`src/rtl/crypt_job_sequencer.sv`:
```
// Job feeder for the 16-bit encryption co-processor: buffers (data, mode) jobs,
// runs each through a reset/settle/capture sequence and streams results back.
module crypt_job_sequencer #(
    parameter int unsigned WIDTH       = 16,
    parameter int unsigned DEPTH       = 4,
    parameter int unsigned HOLD_CYCLES = 10
) (
    input  logic             clk,
    input  logic             reset,
    input  logic             in_valid,
    output logic             in_ready,
    input  logic [WIDTH-1:0] in_data,
    input  logic             in_mode,
    output logic             cp_rst,
    output logic [WIDTH-1:0] cp_data,
    output logic             cp_mode,
    input  logic [WIDTH-1:0] cp_result,
    output logic             out_valid,
    input  logic             out_ready,
    output logic [WIDTH-1:0] out_data,
    output logic             out_mode,
    output logic             busy,
    output logic [7:0]       jobs_done
);

    localparam int unsigned PW = $clog2(DEPTH);
    localparam int unsigned CW = PW + 1;
    localparam int unsigned HW = (HOLD_CYCLES > 1) ? $clog2(HOLD_CYCLES) : 1;

    typedef enum logic [2:0] {
        S_IDLE,
        S_LOAD,
        S_HOLD,
        S_CAPTURE,
        S_OUTPUT
    } state_t;

    state_t           state_q, state_d;
    logic [HW-1:0]    hold_cnt_q, hold_cnt_d;
    logic [WIDTH-1:0] fifo_data_q [DEPTH];
    logic [WIDTH-1:0] fifo_data_d [DEPTH];
    logic [DEPTH-1:0] fifo_mode_q, fifo_mode_d;
    logic [PW-1:0]    wr_ptr_q, wr_ptr_d;
    logic [PW-1:0]    rd_ptr_q, rd_ptr_d;
    logic [CW-1:0]    count_q, count_d;
    logic             in_ready_q, in_ready_d;
    logic             cp_rst_q, cp_rst_d;
    logic [WIDTH-1:0] cp_data_q, cp_data_d;
    logic             cp_mode_q, cp_mode_d;
    logic             out_valid_q, out_valid_d;
    logic [WIDTH-1:0] out_data_q, out_data_d;
    logic             out_mode_q, out_mode_d;
    logic             busy_q, busy_d;
    logic [7:0]       jobs_done_q, jobs_done_d;
    logic             push;
    logic             pop;

    // Next-state, FIFO bookkeeping and registered-output computation
    always_comb begin
        state_d     = state_q;
        hold_cnt_d  = hold_cnt_q;
        fifo_data_d = fifo_data_q;
        fifo_mode_d = fifo_mode_q;
        wr_ptr_d    = wr_ptr_q;
        rd_ptr_d    = rd_ptr_q;
        count_d     = count_q;
        cp_data_d   = cp_data_q;
        cp_mode_d   = cp_mode_q;
        out_valid_d = out_valid_q;
        out_data_d  = out_data_q;
        out_mode_d  = out_mode_q;
        jobs_done_d = jobs_done_q;
        push        = in_valid && in_ready_q;
        pop         = 1'b0;

        case (state_q)
            S_IDLE: begin
                if (count_q != '0) begin
                    pop       = 1'b1;
                    state_d   = S_LOAD;
                    cp_data_d = fifo_data_q[rd_ptr_q];
                    cp_mode_d = fifo_mode_q[rd_ptr_q];
                end
            end
            S_LOAD: begin
                state_d    = S_HOLD;
                hold_cnt_d = HW'(HOLD_CYCLES - 1);
            end
            S_HOLD: begin
                if (hold_cnt_q == '0) begin
                    state_d = S_CAPTURE;
                end else begin
                    hold_cnt_d = hold_cnt_q - HW'(1);
                end
            end
            S_CAPTURE: begin
                out_data_d  = cp_result;
                out_mode_d  = cp_mode_q;
                out_valid_d = 1'b1;
                jobs_done_d = jobs_done_q + 8'd1;
                state_d     = S_OUTPUT;
            end
            S_OUTPUT: begin
                if (out_ready) begin
                    out_valid_d = 1'b0;
                    state_d     = S_IDLE;
                end
            end
            default: state_d = S_IDLE;
        endcase

        if (push) begin
            fifo_data_d[wr_ptr_q] = in_data;
            fifo_mode_d[wr_ptr_q] = in_mode;
            wr_ptr_d              = wr_ptr_q + PW'(1);
        end
        if (pop) begin
            rd_ptr_d = rd_ptr_q + PW'(1);
        end
        case ({push, pop})
            2'b10:   count_d = count_q + CW'(1);
            2'b01:   count_d = count_q - CW'(1);
            default: count_d = count_q;
        endcase

        // in_ready tracks the post-update occupancy, so it is visible one cycle later
        in_ready_d = (count_d != CW'(DEPTH));
        cp_rst_d   = (state_d == S_LOAD);
        busy_d     = (state_d != S_IDLE);
    end

    // State register
    always_ff @(posedge clk or negedge reset) begin
        if (!reset) begin
            state_q     <= S_IDLE;
            hold_cnt_q  <= '0;
            for (int i = 0; i < int'(DEPTH); i++) begin
                fifo_data_q[i] <= '0;
            end
            fifo_mode_q <= '0;
            wr_ptr_q    <= '0;
            rd_ptr_q    <= '0;
            count_q     <= '0;
            in_ready_q  <= 1'b1;
            cp_rst_q    <= 1'b0;
            cp_data_q   <= '0;
            cp_mode_q   <= 1'b0;
            out_valid_q <= 1'b0;
            out_data_q  <= '0;
            out_mode_q  <= 1'b0;
            busy_q      <= 1'b0;
            jobs_done_q <= '0;
        end else begin
            state_q     <= state_d;
            hold_cnt_q  <= hold_cnt_d;
            fifo_data_q <= fifo_data_d;
            fifo_mode_q <= fifo_mode_d;
            wr_ptr_q    <= wr_ptr_d;
            rd_ptr_q    <= rd_ptr_d;
            count_q     <= count_d;
            in_ready_q  <= in_ready_d;
            cp_rst_q    <= cp_rst_d;
            cp_data_q   <= cp_data_d;
            cp_mode_q   <= cp_mode_d;
            out_valid_q <= out_valid_d;
            out_data_q  <= out_data_d;
            out_mode_q  <= out_mode_d;
            busy_q      <= busy_d;
            jobs_done_q <= jobs_done_d;
        end
    end

    assign in_ready  = in_ready_q;
    assign cp_rst    = cp_rst_q;
    assign cp_data   = cp_data_q;
    assign cp_mode   = cp_mode_q;
    assign out_valid = out_valid_q;
    assign out_data  = out_data_q;
    assign out_mode  = out_mode_q;
    assign busy      = busy_q;
    assign jobs_done = jobs_done_q;

endmodule

```
`config.mk`:
```
export PLATFORM = sky130hd
export DESIGN_NAME = crypt_job_sequencer
export DESIGN_NICKNAME = d
export VERILOG_FILES = /design/src/rtl/crypt_job_sequencer.sv
export SDC_FILE = /design/constraint.sdc
export NUM_CORES = 1
export LEC_CHECK = 0
export ABC_AREA = 1
export CORE_MARGIN = 1.5
export CORE_UTILIZATION = 55
export DETAILED_ROUTE_END_ITERATION = 10
export MAX_ROUTING_LAYER = met4
export PLACE_DENSITY = 0.81
export SYNTH_ARGS = -nofsm -noshare
export SYNTH_HDL_FRONTEND = slang
export SYNTH_SLANG_ARGS = --single-unit
```
`constraint.sdc`:
```
create_clock -name clk -period 3.18 [get_ports clk]
set_input_delay 0.636 -clock clk [delete_from_list [all_inputs] [get_ports clk]]
set_output_delay 0.636 -clock clk [all_outputs]
set_load 0.03 [all_outputs]
```
# Yosys cells after proc, flatten, opt, wreduce, memory -nomap -nowiden

Index checks and enable logic that the tools add are counted.

Input port bits: 37
Word-level logic and storage cells: 77
Register bits: 128

Add/sub/neg operators: 6
Order comparisons: 6
Multiplexer cells: 22
Bitwise logic cells: 2
Reductions and logical operators: 12
Equal/unequal tests: 10

Operators by type and width:

| kind                                                                  | number |
|---|---|
| 64-bit bitwise mux                                                    | 1 |
| 16-bit two-way mux                                                    | 3 |
| 16-bit binary-select mux with 2-bit select                            | 1 |
| 16-bit demux with 2-bit select                                        | 1 |
| 3-bit one-hot mux with 5 select lines                                 | 1 |
| 3-bit two-way mux                                                     | 3 |
| 8-bit by 1-bit adder with 8-bit output (second input constant)        | 1 |
| 4-bit one-hot mux with 2 select lines                                 | 1 |
| 3-bit by 1-bit == test with 1-bit output (second input constant)      | 2 |
| 3-bit by 2-bit == test with 1-bit output (second input constant)      | 2 |
| 3-bit >= comparator (second input constant)                           | 2 |
| 2-bit by 3-bit < comparator with 1-bit output (second input constant) | 2 |
| 2-bit NOT with 3-bit output                                           | 2 |
| 3-bit one-hot mux with 2 select lines                                 | 1 |
| 2-bit AND reduction                                                   | 3 |
| 3-bit nonzero test                                                    | 2 |
| 1-bit two-way mux                                                     | 5 |
| 2-bit by 1-bit adder with 2-bit output (second input constant)        | 2 |
| 4-bit bitwise mux                                                     | 1 |
| 4-bit zero test                                                       | 1 |
| 4-bit two-way mux                                                     | 1 |
| 2-bit inequality test (second input constant)                         | 2 |
| 2-bit nonzero test                                                    | 2 |
| 4-bit by 1-bit subtractor with 4-bit output (second input constant)   | 1 |
| 13 further kinds                                                      | 15 |

# Longest topological paths before layout

Gate-level depths: netlist (run 1).

Depth after elaboration: 6
Mapped depth: 14
Gate-level depth less buffers: 13

# Worst setup path after synthesis (run 1)

Ideal clock, no wire load.

Path kind: register to register
Start point: reg state_q[0]
End point: reg in_ready_q, in the netlist in_ready
Slack: 1.121 ns
Required time: 3.104 ns
Library setup time: 0.076 ns
Cell stages (with the launch flop): 15
Arrival time: 1.983 ns
Path through: dfrtp_1 -> inv_1 -> nand3_1 -> inv_2 -> nand2_8 -> inv_8 -> buf_12 -> ha_1 -> inv_1 -> fa_1 -> or2_2 -> nand3_1 -> nand2_1 -> nand2_1 -> nand2_1

Longest elaborated chain between the ends: 5
Elaborated cells on any way between the ends: 6
Classes of those cells: 3 x eq/ne; 2 x mux; 1 x reduce/logical

Ends and longest elaborated chain:

| what                                                                             | RTL line | RTL |
|---|---|---|
| from (decl)                                                                      | 38       | `state_t state_q, state_d;` |
| from (signal assigned)                                                           | 154      | `state_q <= state_d;` |
| 3-bit zero test *                                                                | 76       | `case (state_q)` |
| 1-bit two-way mux *                                                              | 76       |  |
| via pop                                                                          | 56       | `logic pop;` |
| 2-bit by 1-bit == test with 1-bit output / 2-bit == test (equally long branches) | 120      | `case ({push, pop})` |
| 3-bit one-hot mux with 2 select lines *                                          | 120      |  |
| via count_d[2]                                                                   | 45       | `logic [CW-1:0] count_q, count_d;` |
| 3-bit inequality test *                                                          | 127      | `in_ready_d = (count_d != CW'(DEPTH));` |
| via in_ready_d                                                                   | 46       | `logic in_ready_q, in_ready_d;` |
| to (signal assigned)                                                             | 161      | `in_ready_q <= in_ready_d;` |
| to (decl)                                                                        | 46       |  |

The timed path passes the listed nets; every way through them passes the cells marked *.
A chain may end at the register's enable or synchronous reset.

# Worst setup path after layout (run 1)

Start point: reg in_ready_q, in the netlist in_ready
End point: out in_ready

RTL lines:

| what      | RTL line | RTL |
|---|---|---|
| to (decl) | 11       | `output logic in_ready,` |

No word-level cell between the ends.

==> results.txt, run 1 <==
----------------------------------------------------
[Route]
  Drt total wl ... 12.70 mm
  Via density ... 5.213
  Number of iterations in the first detailed-routing pass ... 5
  Total vias in the final route ... 4,593
  Routed len/inst ... 14.42 um
  Number of DRC markers in iteration 0 ... 241
  DRC viols ... 0
  Count of nets left with antenna violations after detail routing ... 0

[Floorplanning]
  Floorplan row count ... 36
  Core ar. ... 9910 um^2
  Effective utilization at floorplan ... 0.5735
  Area of the die ... 10,950 um^2
  Overall die width ... 104.7 um
  Number of top-level design ports ... 83
  Vert. Die Dim ... 104.7 um

[Setup path]
  Critical-path top delay cell ... sky130_fd_sc_hd__clkdlybuf4s50_1
  List of cells traversed by the critical path ... clkdlybuf4s50_1
  Count of buffering cells on the critical path with inverters included ... 1
  Number of cells on the worst reg-to-reg path ... 13
  CP Max Fanout ... 2
  Type of the setup path with the least slack ... flop to primary output
  Data required, critical path ... 2.54 ns
  Startpoint type of the worst setup path ... flop
  Data arrival at the endpoint of the critical path ... 1.72 ns
  Highest cell delay on the worst timing path ... 0.67 ns
  Crit. path cell count ... 1
  Type of destination of the critical path ... primary output
  Top Family by Delay on Critical Path ... buffers and inverters

[Power]
  Sw Ratio ... 0.4101
  Internal Pwr Total ... 0.004888 W
  Power per standard cell area ... 1161 nW/um^2
  Net load switching power ... 0.003399 W
  VDD IR-drop max ... 0.4938 mV
  Relative contribution of sequential cells to total power ... 0.340
  Leakage power of the design ... 3.579 nW
  Part of the power in combinational logic ... 0.421
  Clock network power share ... 0.239

[GRT]
  Via count of the first global-routing pass ... 4,517
  Total track usage ... 0.2529
  Pin count of the biggest net entering global routing ... 54
  Number of antenna violations at the first check in global routing ... 0
  Wire length of the first global-routing pass ... 21.35 mm
  Overflow after GRT ... 0

[Outcome]
  Status ... complete, no violations

[CTS]
  Post-CTS Resized ... 0
  Buffer type at the clock tree root ... sky130_fd_sc_hd__clkbuf_8
  Clock-pin transition on the worst setup and hold timing paths ... 0.06 ns
  Hold-fix buffers at CTS ... 0
  Post-CTS Setup Repair Bufs ... 0
  Number of buffers on the longest clock path ... 2
  Number of levels the H-tree was split into ... 4
  TritonCTS clock tree ... yes
  Sinks on Clock Net ... 128
  Number of buffers added by the clock tree synthesis step ... 17
  Insertion delay of the later-clocked pin in the worst-skew pair ... 0.51 ns

[Final layout]
  Non-filler cells in the finished layout ... 881
  Final Net Count ... 781
  # fillers ... 728
  Most frequent standard cell in the layout excluding fill and tap cells ... sky130_fd_sc_hd__nand2_1
  Area overhead of the layout relative to synthesis ... 25.58%
  Diodes inserted ... 0
  Final design instance area without fill ... 7137 um^2
  Reg area ... 3204 um^2
  Most used cells in the layout excluding fill and tap cells ... sky130_fd_sc_hd__nand2_1 (234), sky130_fd_sc_hd__dfrtp_1 (127), sky130_fd_sc_hd__o21ai_0 (87)
  Fraction of layout cells with a size suffix above 1 ... 0.08957
  Multi-input gate area ... 2058 um^2

[Yosys]
  Syn avg cell area ... 8.624 um^2
  Share of the synthesized area in the top cell type ... 0.5592
  Distinct cell type count after synthesis ... 29
  Cell type with the highest aggregate area in the netlist ... sky130_fd_sc_hd__dfrtp_1
  Number of synthesized register bits ... 128
  Cell Area, Synth ... 5683 um^2
  Number of warnings printed during yosys synthesis ... 0
  Sequential area share after synthesis ... 0.5638
  Most area-consuming cells after synthesis ... sky130_fd_sc_hd__dfrtp_1 (56%), sky130_fd_sc_hd__nand2_1 (15%), sky130_fd_sc_hd__o21ai_0 (7.7%)
  Number of instances in the synthesized netlist ... 659
  Number of nets in the synthesized netlist ... 704

[Min path]
  Class of the worst hold path ... primary input to asynchronous set/reset pin

[Timing]
  Final Hold Fails ... 0
  Max Clock Freq ... 424.0 MHz
  Final Skew ... 0.008219 ns
  Final Max Slew Viols ... 0
  Worst Tran Pin Value ... 0.6494 ns
  Fraction of the cycle the final worst path needs ... 0.7416
  Relative max-transition margin ... 0.5671
  Final critical-path setup slack ... 0.8217 ns
  Summed negative setup slack over all endpoints ... 0 ns
  Number of endpoints failing setup at the final stage ... 0
  Minimum period implied by the final worst setup slack ... 2.358 ns
  Final hold slack ... 0.1380 ns
  Unrepaired setup endpoints after global routing ... false

[Place]
  Total half-perimeter wirelength after legalization and detailed placement ... 7.841 mm
  Number of port buffers ... 82
  Routability cong. ... 0.7991
  Pre-CTS worst setup slack ... 0.7338 ns
  Standard cell area after detailed placement ... 6531 um^2
  Instance count after placement with tap cells included ... 850

[Run]
  Max-capacitance violation count ... 0

----------------------------------------------------
## state kept, by name, summed over array words and instances, names as in the netlist
register / cells
fifo_mode_q: 4
in_ready: 1
cp_data: 16
wr_ptr_q: 2
cp_rst: 1
out_valid: 1
fifo_data_q: 64
cp_mode: 1
busy: 1
jobs_done: 8
state_q: 3
rd_ptr_q: 2
out_data: 16
hold_cnt_q: 4
out_mode: 1
count_q: 3
## cell type report
class	count	area share
sequential	128	0.4490
multi-input combinational	439	0.2884
timing repair buffer	87	0.1199
clock buffer	17	0.05803
inverter	63	0.03454
clock inverter	14	0.02682
tap	133	0.02332
## through the flow
| stage | utilization | power, W |
|---|---|---|
| 6_report | 0.7202 | 0.008287 |
| 3_5_place_dp | 0.6591 | 0.006265 |
| 4_1_cts | 0.7202 | 0.008309 |
| 3_3_place_gp | 0.6591 | 0.006091 |
| 5_1_grt | 0.7202 | 0.008852 |
| 2_1_floorplan | - | 0.005257 |
## kinds of logic (layout without fill, tap and decap cells)
logic type,Yosys count,in the layout,synth area share
AND/OR/NAND/NOR,316,316,0.2292
flip-flops,128,128,0.5638
AO/OA/AOI/OAI,107,107,0.1017
buffers and inverters,92,181,0.07398
adder cells (fa/ha/maj),8,8,0.01893
XOR/XNOR,8,8,0.01233
## worst paths after layout
| kind | end | slack, ns | from |
|---|---|---|---|
| hold reg to reg | cp_data[7] | 0.48 | cp_data[7] |
| setup / recovery | in_ready | 0.82 | in_ready |
| max in group asynchronous | jobs_done[0] | 2.14 | reset |
| setup reg to reg | in_ready | 0.88 | state_q[0] |
| min in group clk | cp_data[7] | 0.48 | cp_data[7] |
| hold / removal | hold_cnt_q[3] | 0.14 | reset |
## per-layer routing
metal  vias up  GRT usage  share of wire
li1       2228          -              -
met1      2224     0.3198           0.44
met2       121     0.4055           0.50
met3        20    0.05739          0.052
met4         0    0.08513          0.012
met5         -          -              0
## cells in the mapped netlist (all sizes together)
cell and n:
nand2 250, dfrtp 127, o21ai 90, inv 63, nor2 45, buf 24, o211ai 17, nand3 16
ha 7, clkbuf 5, nand4 4, xnor2 4, xor2 4, dfstp 1, fa 1, or2 1
## power by group through the flow
| stage | Combinational, W | Clock [W] | Sequential, W |
|---|---|---|---|
| 6_report | 0.00349 | 0.00198 | 0.00282 |
| 5_1_grt | 0.00389 | 0.00206 | 0.00290 |
| 4_1_cts | 0.00351 | 0.00199 | 0.00281 |
| 3_5_place_dp | 0.00345 | 0 | 0.00282 |
| 3_3_place_gp | 0.00330 | 0 | 0.00279 |
| 2_1_floorplan | 0.00205 | 0 | 0.00321 |
Power figures use the tool's default switching activity.
==> run 2, diff against run 1 <==
--- a/config.mk
+++ b/config.mk
@@ -7,10 +7,10 @@
 export LEC_CHECK = 0
 export ABC_AREA = 1
 export CORE_MARGIN = 1.5
-export CORE_UTILIZATION = 55
+export CORE_UTILIZATION = 49
 export DETAILED_ROUTE_END_ITERATION = 10
 export MAX_ROUTING_LAYER = met4
-export PLACE_DENSITY = 0.81
+export PLACE_DENSITY = 0.76
 export SYNTH_ARGS = -nofsm -noshare
 export SYNTH_HDL_FRONTEND = slang
 export SYNTH_SLANG_ARGS = --single-unit
==> constraint.sdc (replaced) <==
create_clock -name clk -period 2 [get_ports clk]
set_input_delay 0.4 -clock clk [delete_from_list [all_inputs] [get_ports clk]]
set_output_delay 0.4 -clock clk [all_outputs]
set_load 0.03 [all_outputs]
==> run 2 against run 1 <==
Global-route usage fell by 2.6 points. First-iteration DRC count is 44% higher. Register-to-register slack got worse by 0.78 ns. Core utilization down 7.4 points. Critical endpoint is now jobs_done[0].
==> results.txt, run 2 (synthesis gave the netlist of run 1 again) <==
----------------------------------------------------
[Setup path]
  Critical-path top delay cell ... sky130_fd_sc_hd__clkdlybuf4s50_1
  CP Max Fanout ... 4
  Worst R2R Setup Slack ... 0.10 ns
  Highest cell delay on the worst timing path ... 0.71 ns
  Worst reg2reg path startpoint ... state_q[0]
  Critical Path Source ... jobs_done[0]
  Number of cells on the worst reg-to-reg path ... 13
  Top Family by Delay on Critical Path ... buffers and inverters
  Type of the setup path with the least slack ... flop to primary output
  Startpoint type of the worst setup path ... flop
  List of cells traversed by the critical path ... clkdlybuf4s50_1
  Type of destination of the critical path ... primary output
  Data required, critical path ... 1.60 ns
  Crit. path cell count ... 1
  Count of buffering cells on the critical path with inverters included ... 1
  Data arrival at the endpoint of the critical path ... 1.54 ns

[Floorplanning]
  Vert. Die Dim ... 110.7 um
  Area of the die ... 12,250 um^2
  Number of top-level design ports ... 83
  Overall die width ... 110.7 um
  Floorplan row count ... 39
  Effective utilization at floorplan ... 0.4998
  Core ar. ... 11,370 um^2

[CTS]
  TritonCTS clock tree ... yes
  Insertion delay of the later-clocked pin in the worst-skew pair ... 0.41 ns
  Number of buffers on the longest clock path ... 2
  Buffer type at the clock tree root ... sky130_fd_sc_hd__clkbuf_16
  Sinks on Clock Net ... 128
  Clock-pin transition on the worst setup and hold timing paths ... 0.05 ns
  Number of levels the H-tree was split into ... 4
  Number of buffers added by the clock tree synthesis step ... 17

[Route]
  Number of DRC markers in iteration 0 ... 347
  Total vias in the final route ... 4,630
  DRC viols ... 0
  Number of iterations in the first detailed-routing pass ... 5
  Count of nets left with antenna violations after detail routing ... 0
  Routed len/inst ... 13.71 um
  Drt total wl ... 12.41 mm
  Via density ... 5.116

[Timing]
  Relative max-transition margin ... 0.6809
  Max Clock Freq ... 516.3 MHz
  Worst Tran Pin Value ... 0.4786 ns
  Summed negative setup slack over all endpoints ... 0 ns
  Minimum period implied by the final worst setup slack ... 1.937 ns
  Number of endpoints failing setup at the final stage ... 0
  Final Max Slew Viols ... 0
  Final Skew ... 0.005657 ns
  Final Hold Fails ... 0
  Fraction of the cycle the final worst path needs ... 0.9684
  Final critical-path setup slack ... 0.06325 ns

[Place]
  Routability cong. ... 0.7668
  Total half-perimeter wirelength after legalization and detailed placement ... 8.003 mm
  Number of port buffers ... 82
  Standard cell area after detailed placement ... 6656 um^2
  Pre-CTS worst setup slack ... -0.1441 ns
  Instance count after placement with tap cells included ... 867

[Final layout]
  Register ranked first by flip-flop count ... fifo_data_q
  Final Net Count ... 794
  Non-filler cells in the finished layout ... 905
  Post-layout util ... 0.6458
  Area overhead of the layout relative to synthesis ... 29.19%
  Most used cells in the layout excluding fill and tap cells ... sky130_fd_sc_hd__nand2_1 (234), sky130_fd_sc_hd__dfrtp_1 (127), sky130_fd_sc_hd__o21ai_0 (86)
  Diodes inserted ... 0
  Fraction of layout cells with a size suffix above 1 ... 0.1089
  Most frequent standard cell in the layout excluding fill and tap cells ... sky130_fd_sc_hd__nand2_1
  Final design instance area without fill ... 7342 um^2
  Number of flip-flops in the largest register ... 64

[Power]
  Part of the power in combinational logic ... 0.425
  VDD IR-drop max ... 0.9061 mV
  Relative contribution of sequential cells to total power ... 0.331
  Sw Ratio ... 0.3953
  Clock network power share ... 0.244
  Internal Pwr Total ... 0.008159 W
  Power per standard cell area ... 1838 nW/um^2
  Leakage power of the design ... 3.692 nW
  Net load switching power ... 0.005333 W

[GRT]
  Overflow after GRT ... 0
  Number of antenna violations at the first check in global routing ... 0
  Via count of the first global-routing pass ... 4,635
  Wire length of the first global-routing pass ... 21.74 mm
  Total track usage ... 0.2272
  Pin count of the biggest net entering global routing ... 45

[Min path]
  Class of the worst hold path ... flop to flop
  Critical hold path startpoint ... fifo_data_q[47]
  Number of cells traversed by the worst hold path ... 2

[Run]
  Max-capacitance violation count ... 0

[Outcome]
  Status ... complete, no violations

----------------------------------------------------
-- run 2: cell count changes in the layout (fill, tap and decap cells not counted), moves of 2 or more --
cell                              before  now
sky130_fd_sc_hd__buf_4                 6   14
sky130_fd_sc_hd__dlygate4sd2_1         0    2
sky130_fd_sc_hd__inv_2                 6    8
sky130_fd_sc_hd__clkinvlp_4            4    1
sky130_fd_sc_hd__inv_1                55   53
sky130_fd_sc_hd__clkdlybuf4s50_1      81   79
sky130_fd_sc_hd__buf_12                0    4
sky130_fd_sc_hd__clkbuf_8              1    4
-- run 2: area by class of cell --
cell class,instances,area (um^2)
clock buffers,22,484.2
clock inverters,10,156.4
fillers,907,4028
inverters,63,246.5
multi-input cells,439,2068
flip-flops and latches,128,3204
well taps,143,178.9
repair buffers,100,1003
-- run 2: worst paths after layout --
path / to
min reg2reg: fifo_data_q[47]
min in group asynchronous: hold_cnt_q[1]
max: jobs_done[0]
max reg2reg: in_ready
max in group asynchronous: jobs_done[3]
min: fifo_data_q[47]
-- run 2: worst reg2reg max path, stage by stage, from the launching register on --
cell	delay, ns
sky130_fd_sc_hd__dfrtp_1	0.39
sky130_fd_sc_hd__inv_2	0.08
sky130_fd_sc_hd__nand3_1	0.08
sky130_fd_sc_hd__inv_2	0.10
sky130_fd_sc_hd__nand2_8	0.06
sky130_fd_sc_hd__inv_8	0.05
sky130_fd_sc_hd__ha_1	0.16
sky130_fd_sc_hd__inv_2	0.05
sky130_fd_sc_hd__fa_2	0.33
sky130_fd_sc_hd__or2_4	0.26
sky130_fd_sc_hd__nand3_1	0.08
sky130_fd_sc_hd__nand2_1	0.06
sky130_fd_sc_hd__nand2_1	0.08
sky130_fd_sc_hd__nand2_1	0.05
-- run 2: metal layers --
layer	wire length, um	GRT usage	share of wire	vias to the layer above
met5	0	-	0	-
met4	178	0.07009	0.014	0
met3	685	0.06178	0.055	20
li1	-	-	-	2248
met1	5599	0.2922	0.45	2219
met2	5945	0.3543	0.48	143
-- run 2: power groups by stage --
stage | Combinational (W) | Clock, W | Sequential, W
2_1_floorplan | 0.00327 | 0 | 0.00511
5_1_grt | 0.00642 | 0.00347 | 0.00461
3_5_place_dp | 0.00566 | 0 | 0.00450
4_1_cts | 0.00570 | 0.00333 | 0.00447
3_3_place_gp | 0.00544 | 0 | 0.00443
6_report | 0.00574 | 0.00329 | 0.00447
-- run 2: metrics by stage --
step	total power [W]	hold WS (ns)
2_1_floorplan	0.008379	0.1044
3_3_place_gp	0.009871	0.3817
3_5_place_dp	0.01016	0.3915
4_1_cts	0.01350	0.4813
5_1_grt	0.01450	0.4985
6_report	0.01349	0.4797
-- run 2: timing repair --
action | in CTS | in global routing
hold endpoints to repair | 30 | 0
endpoints found under the setup margin | 2 | 1
setup buffers | 0 | 5
gates resized for setup | 2 | 2
hold buffers | 1 | 0
==> run 3, diff against run 2 <==
--- a/config.mk
+++ b/config.mk
@@ -6,11 +6,12 @@
 export NUM_CORES = 1
 export LEC_CHECK = 0
 export ABC_AREA = 1
-export CORE_MARGIN = 1.5
+export CORE_MARGIN = 2
 export CORE_UTILIZATION = 49
 export DETAILED_ROUTE_END_ITERATION = 10
 export MAX_ROUTING_LAYER = met4
 export PLACE_DENSITY = 0.76
+export SETUP_SLACK_MARGIN = 0.05
 export SYNTH_ARGS = -nofsm -noshare
 export SYNTH_HDL_FRONTEND = slang
 export SYNTH_SLANG_ARGS = --single-unit
==> constraint.sdc (replaced) <==
create_clock -name clk -period 1.7 [get_ports clk]
set_input_delay 0.34 -clock clk [delete_from_list [all_inputs] [get_ports clk]]
set_output_delay 0.34 -clock clk [all_outputs]
set_load 0.03 [all_outputs]
==> run 3 against run 2 <==
The run now ends with setup timing left. First-iteration DRC count decreased by 16%. Clock power up 6.7%. Hold slack lost 0.055 ns. Clock-buffer cell count increased by 4. Largest cell class unchanged. Register-to-register slack worse by 0.19 ns.
==> results.txt, run 3 (synthesis gave the netlist of run 1 again) <==
----------------------------------------------------
[Timing]
  Final hold slack ... 0.4246 ns
  Fraction of the cycle the final worst path needs ... 1.053
  Summed negative setup slack over all endpoints ... -0.1696 ns
  Minimum period implied by the final worst setup slack ... 1.790 ns
  Unrepaired setup endpoints after global routing ... true
  Final Max Slew Viols ... 0
  Relative max-transition margin ... 0.6858
  Final Hold Fails ... 0
  Worst Tran Pin Value ... 0.4713 ns
  Max Clock Freq ... 558.5 MHz
  Final critical-path setup slack ... -0.09046 ns
  Final Skew ... 0.01795 ns
  Number of endpoints failing setup at the final stage ... 3

[Min path]
  Class of the worst hold path ... primary input to asynchronous set/reset pin

[Setup path]
  Worst R2R Setup Slack ... -0.09 ns
  Data required, critical path ... 2.05 ns
  Worst reg2reg path startpoint ... state_q[2]
  Type of destination of the critical path ... flop
  CP Max Fanout ... 2
  Number of cells on the worst reg-to-reg path ... 13
  Startpoint type of the worst setup path ... flop
  Type of the setup path with the least slack ... flop to flop
  Worst r2r dst ... in_ready
  Data arrival at the endpoint of the critical path ... 2.14 ns

[Final layout]
  Number of flip-flops in the largest register ... 64
  Diodes inserted ... 0
  Reg area ... 3204 um^2
  Final design instance area without fill ... 7360 um^2
  Area overhead of the layout relative to synthesis ... 29.50%
  Register ranked first by flip-flop count ... fifo_data_q
  Most used cells in the layout excluding fill and tap cells ... sky130_fd_sc_hd__nand2_1 (234), sky130_fd_sc_hd__dfrtp_1 (127), sky130_fd_sc_hd__o21ai_0 (86)
  Multi-input gate area ... 2110 um^2
  # fillers ... 921
  Final Net Count ... 804
  Post-layout util ... 0.6473
  Fraction of layout cells with a size suffix above 1 ... 0.1218
  Most frequent standard cell in the layout excluding fill and tap cells ... sky130_fd_sc_hd__nand2_1

[Floorplanning]
  Effective utilization at floorplan ... 0.4998
  Overall die width ... 111.7 um
  Number of top-level design ports ... 83
  Floorplan row count ... 39
  Area of the die ... 12,480 um^2
  Vert. Die Dim ... 111.7 um
  Core ar. ... 11,370 um^2

[Route]
  Routed len/inst ... 13.51 um
  Number of iterations in the first detailed-routing pass ... 5
  Total vias in the final route ... 4,591
  Drt total wl ... 12.37 mm
  Number of DRC markers in iteration 0 ... 290
  Count of nets left with antenna violations after detail routing ... 0
  DRC viols ... 0
  Via density ... 5.017

[CTS]
  Number of buffers added by the clock tree synthesis step ... 17
  Sinks on Clock Net ... 128
  Number of levels the H-tree was split into ... 4
  Clock-pin transition on the worst setup and hold timing paths ... 0.05 ns
  Insertion delay of the later-clocked pin in the worst-skew pair ... 0.41 ns
  TritonCTS clock tree ... yes
  Buffer type at the clock tree root ... sky130_fd_sc_hd__clkbuf_16
  Number of buffers on the longest clock path ... 2

[Power]
  Power per standard cell area ... 2109 nW/um^2
  Overall power ... 0.01552 W
  VDD IR-drop max ... 1.069 mV
  Leakage power of the design ... 3.843 nW

[Place]
  Total half-perimeter wirelength after legalization and detailed placement ... 8.014 mm
  Number of port buffers ... 82
  Routability cong. ... 0.8127
  Standard cell area after detailed placement ... 6785 um^2

[GRT]
  Wire length of the first global-routing pass ... 21.06 mm
  Number of antenna violations at the first check in global routing ... 0
  Total track usage ... 0.2147
  Pin count of the biggest net entering global routing ... 46
  Via count of the first global-routing pass ... 4,512
  Overflow after GRT ... 0

[Outcome]
  Status ... complete, but fails checks
  Violated checks ... setup timing

[Run]
  Max-capacitance violation count ... 0

----------------------------------------------------
-- run 3: cell types whose count changed in the layout (fill, tap and decap cells not counted), sizes merged, moves of 2 or more --
cell,change
clkdlybuf4s50,-44
dlygate4sd2,+43
bufinv,-2
clkbuf,+4
buf,+10
-- run 3: what timing repair did --
item	4_1_cts	5_1_grt
endpoints found under the hold margin	32	0
endpoints found under the setup margin	48	3
buffers inserted	1	2
pin swaps	1	2
hold buffers	1	0
gates resized for setup	48	3
-- run 3: power breakdown --
part | switching (W) | internal, W | total (W) | leakage, nW
clock | 0.00121 | 0.00230 | 0.00351 | 0.288
combinational | 0.00427 | 0.00248 | 0.00675 | 1.95
sequential | 0.000807 | 0.00445 | 0.00526 | 1.60
total | 0.00629 | 0.00923 | 0.0155 | 3.84
-- run 3: routing by layer --
layer	vias up	share of wire	GRT usage
met2	120	0.49	0.3467
met4	0	0.011	0.06667
met1	2189	0.45	0.2683
li1	2273	-	-
met3	9	0.050	0.05444
met5	-	0	-
-- run 3: final cells by class --
class / count / share of cell area
Multi-Input combinational cell: 439 / 0.2866
Clock inverter: 6 / 0.01088
Timing Repair Buffer: 110 / 0.1411
Clock buffer: 26 / 0.06783
Inverter: 63 / 0.03383
Sequential cell: 128 / 0.4354
Tap cell: 143 / 0.02431
-- run 3: worst max path at each step --
| stage | endpoint | slack [ns] | cells past startpoint | start |
|---|---|---|---|---|
| after floorplan | in_ready | -0.20 | 14 | state_q[0] |
| after global placement | in_ready | -0.17 | 10 | in_valid |
| after detailed placement | in_ready | -0.23 | 10 | in_valid |
| after CTS | in_ready | -0.11 | 13 | state_q[1] |
| after global routing | in_ready | -0.19 | 13 | state_q[1] |
| final | in_ready | -0.09 | 13 | state_q[2] |
-- run 3: critical path, stage by stage, from the launching register on --
cell and delay, ns:
sky130_fd_sc_hd__dfrtp_1 0.39, sky130_fd_sc_hd__inv_2 0.09, sky130_fd_sc_hd__nand3_4 0.09, sky130_fd_sc_hd__inv_4 0.09, sky130_fd_sc_hd__nand2_8 0.06, sky130_fd_sc_hd__inv_8 0.05, sky130_fd_sc_hd__ha_4 0.12, sky130_fd_sc_hd__inv_2 0.04
sky130_fd_sc_hd__fa_2 0.33, sky130_fd_sc_hd__or2_4 0.24, sky130_fd_sc_hd__nand3_2 0.06, sky130_fd_sc_hd__nand2_1 0.05, sky130_fd_sc_hd__nand2_1 0.06, sky130_fd_sc_hd__nand2_1 0.06
-- run 3: metrics by stage --
step | std cells | setup slack [ns]
2_1_floorplan | 659 | -0.2049
3_3_place_gp | 879 | -0.1702
3_5_place_dp | 879 | -0.2299
4_1_cts | 913 | -0.1067
5_1_grt | 915 | -0.1876
6_report | 915 | -0.09046
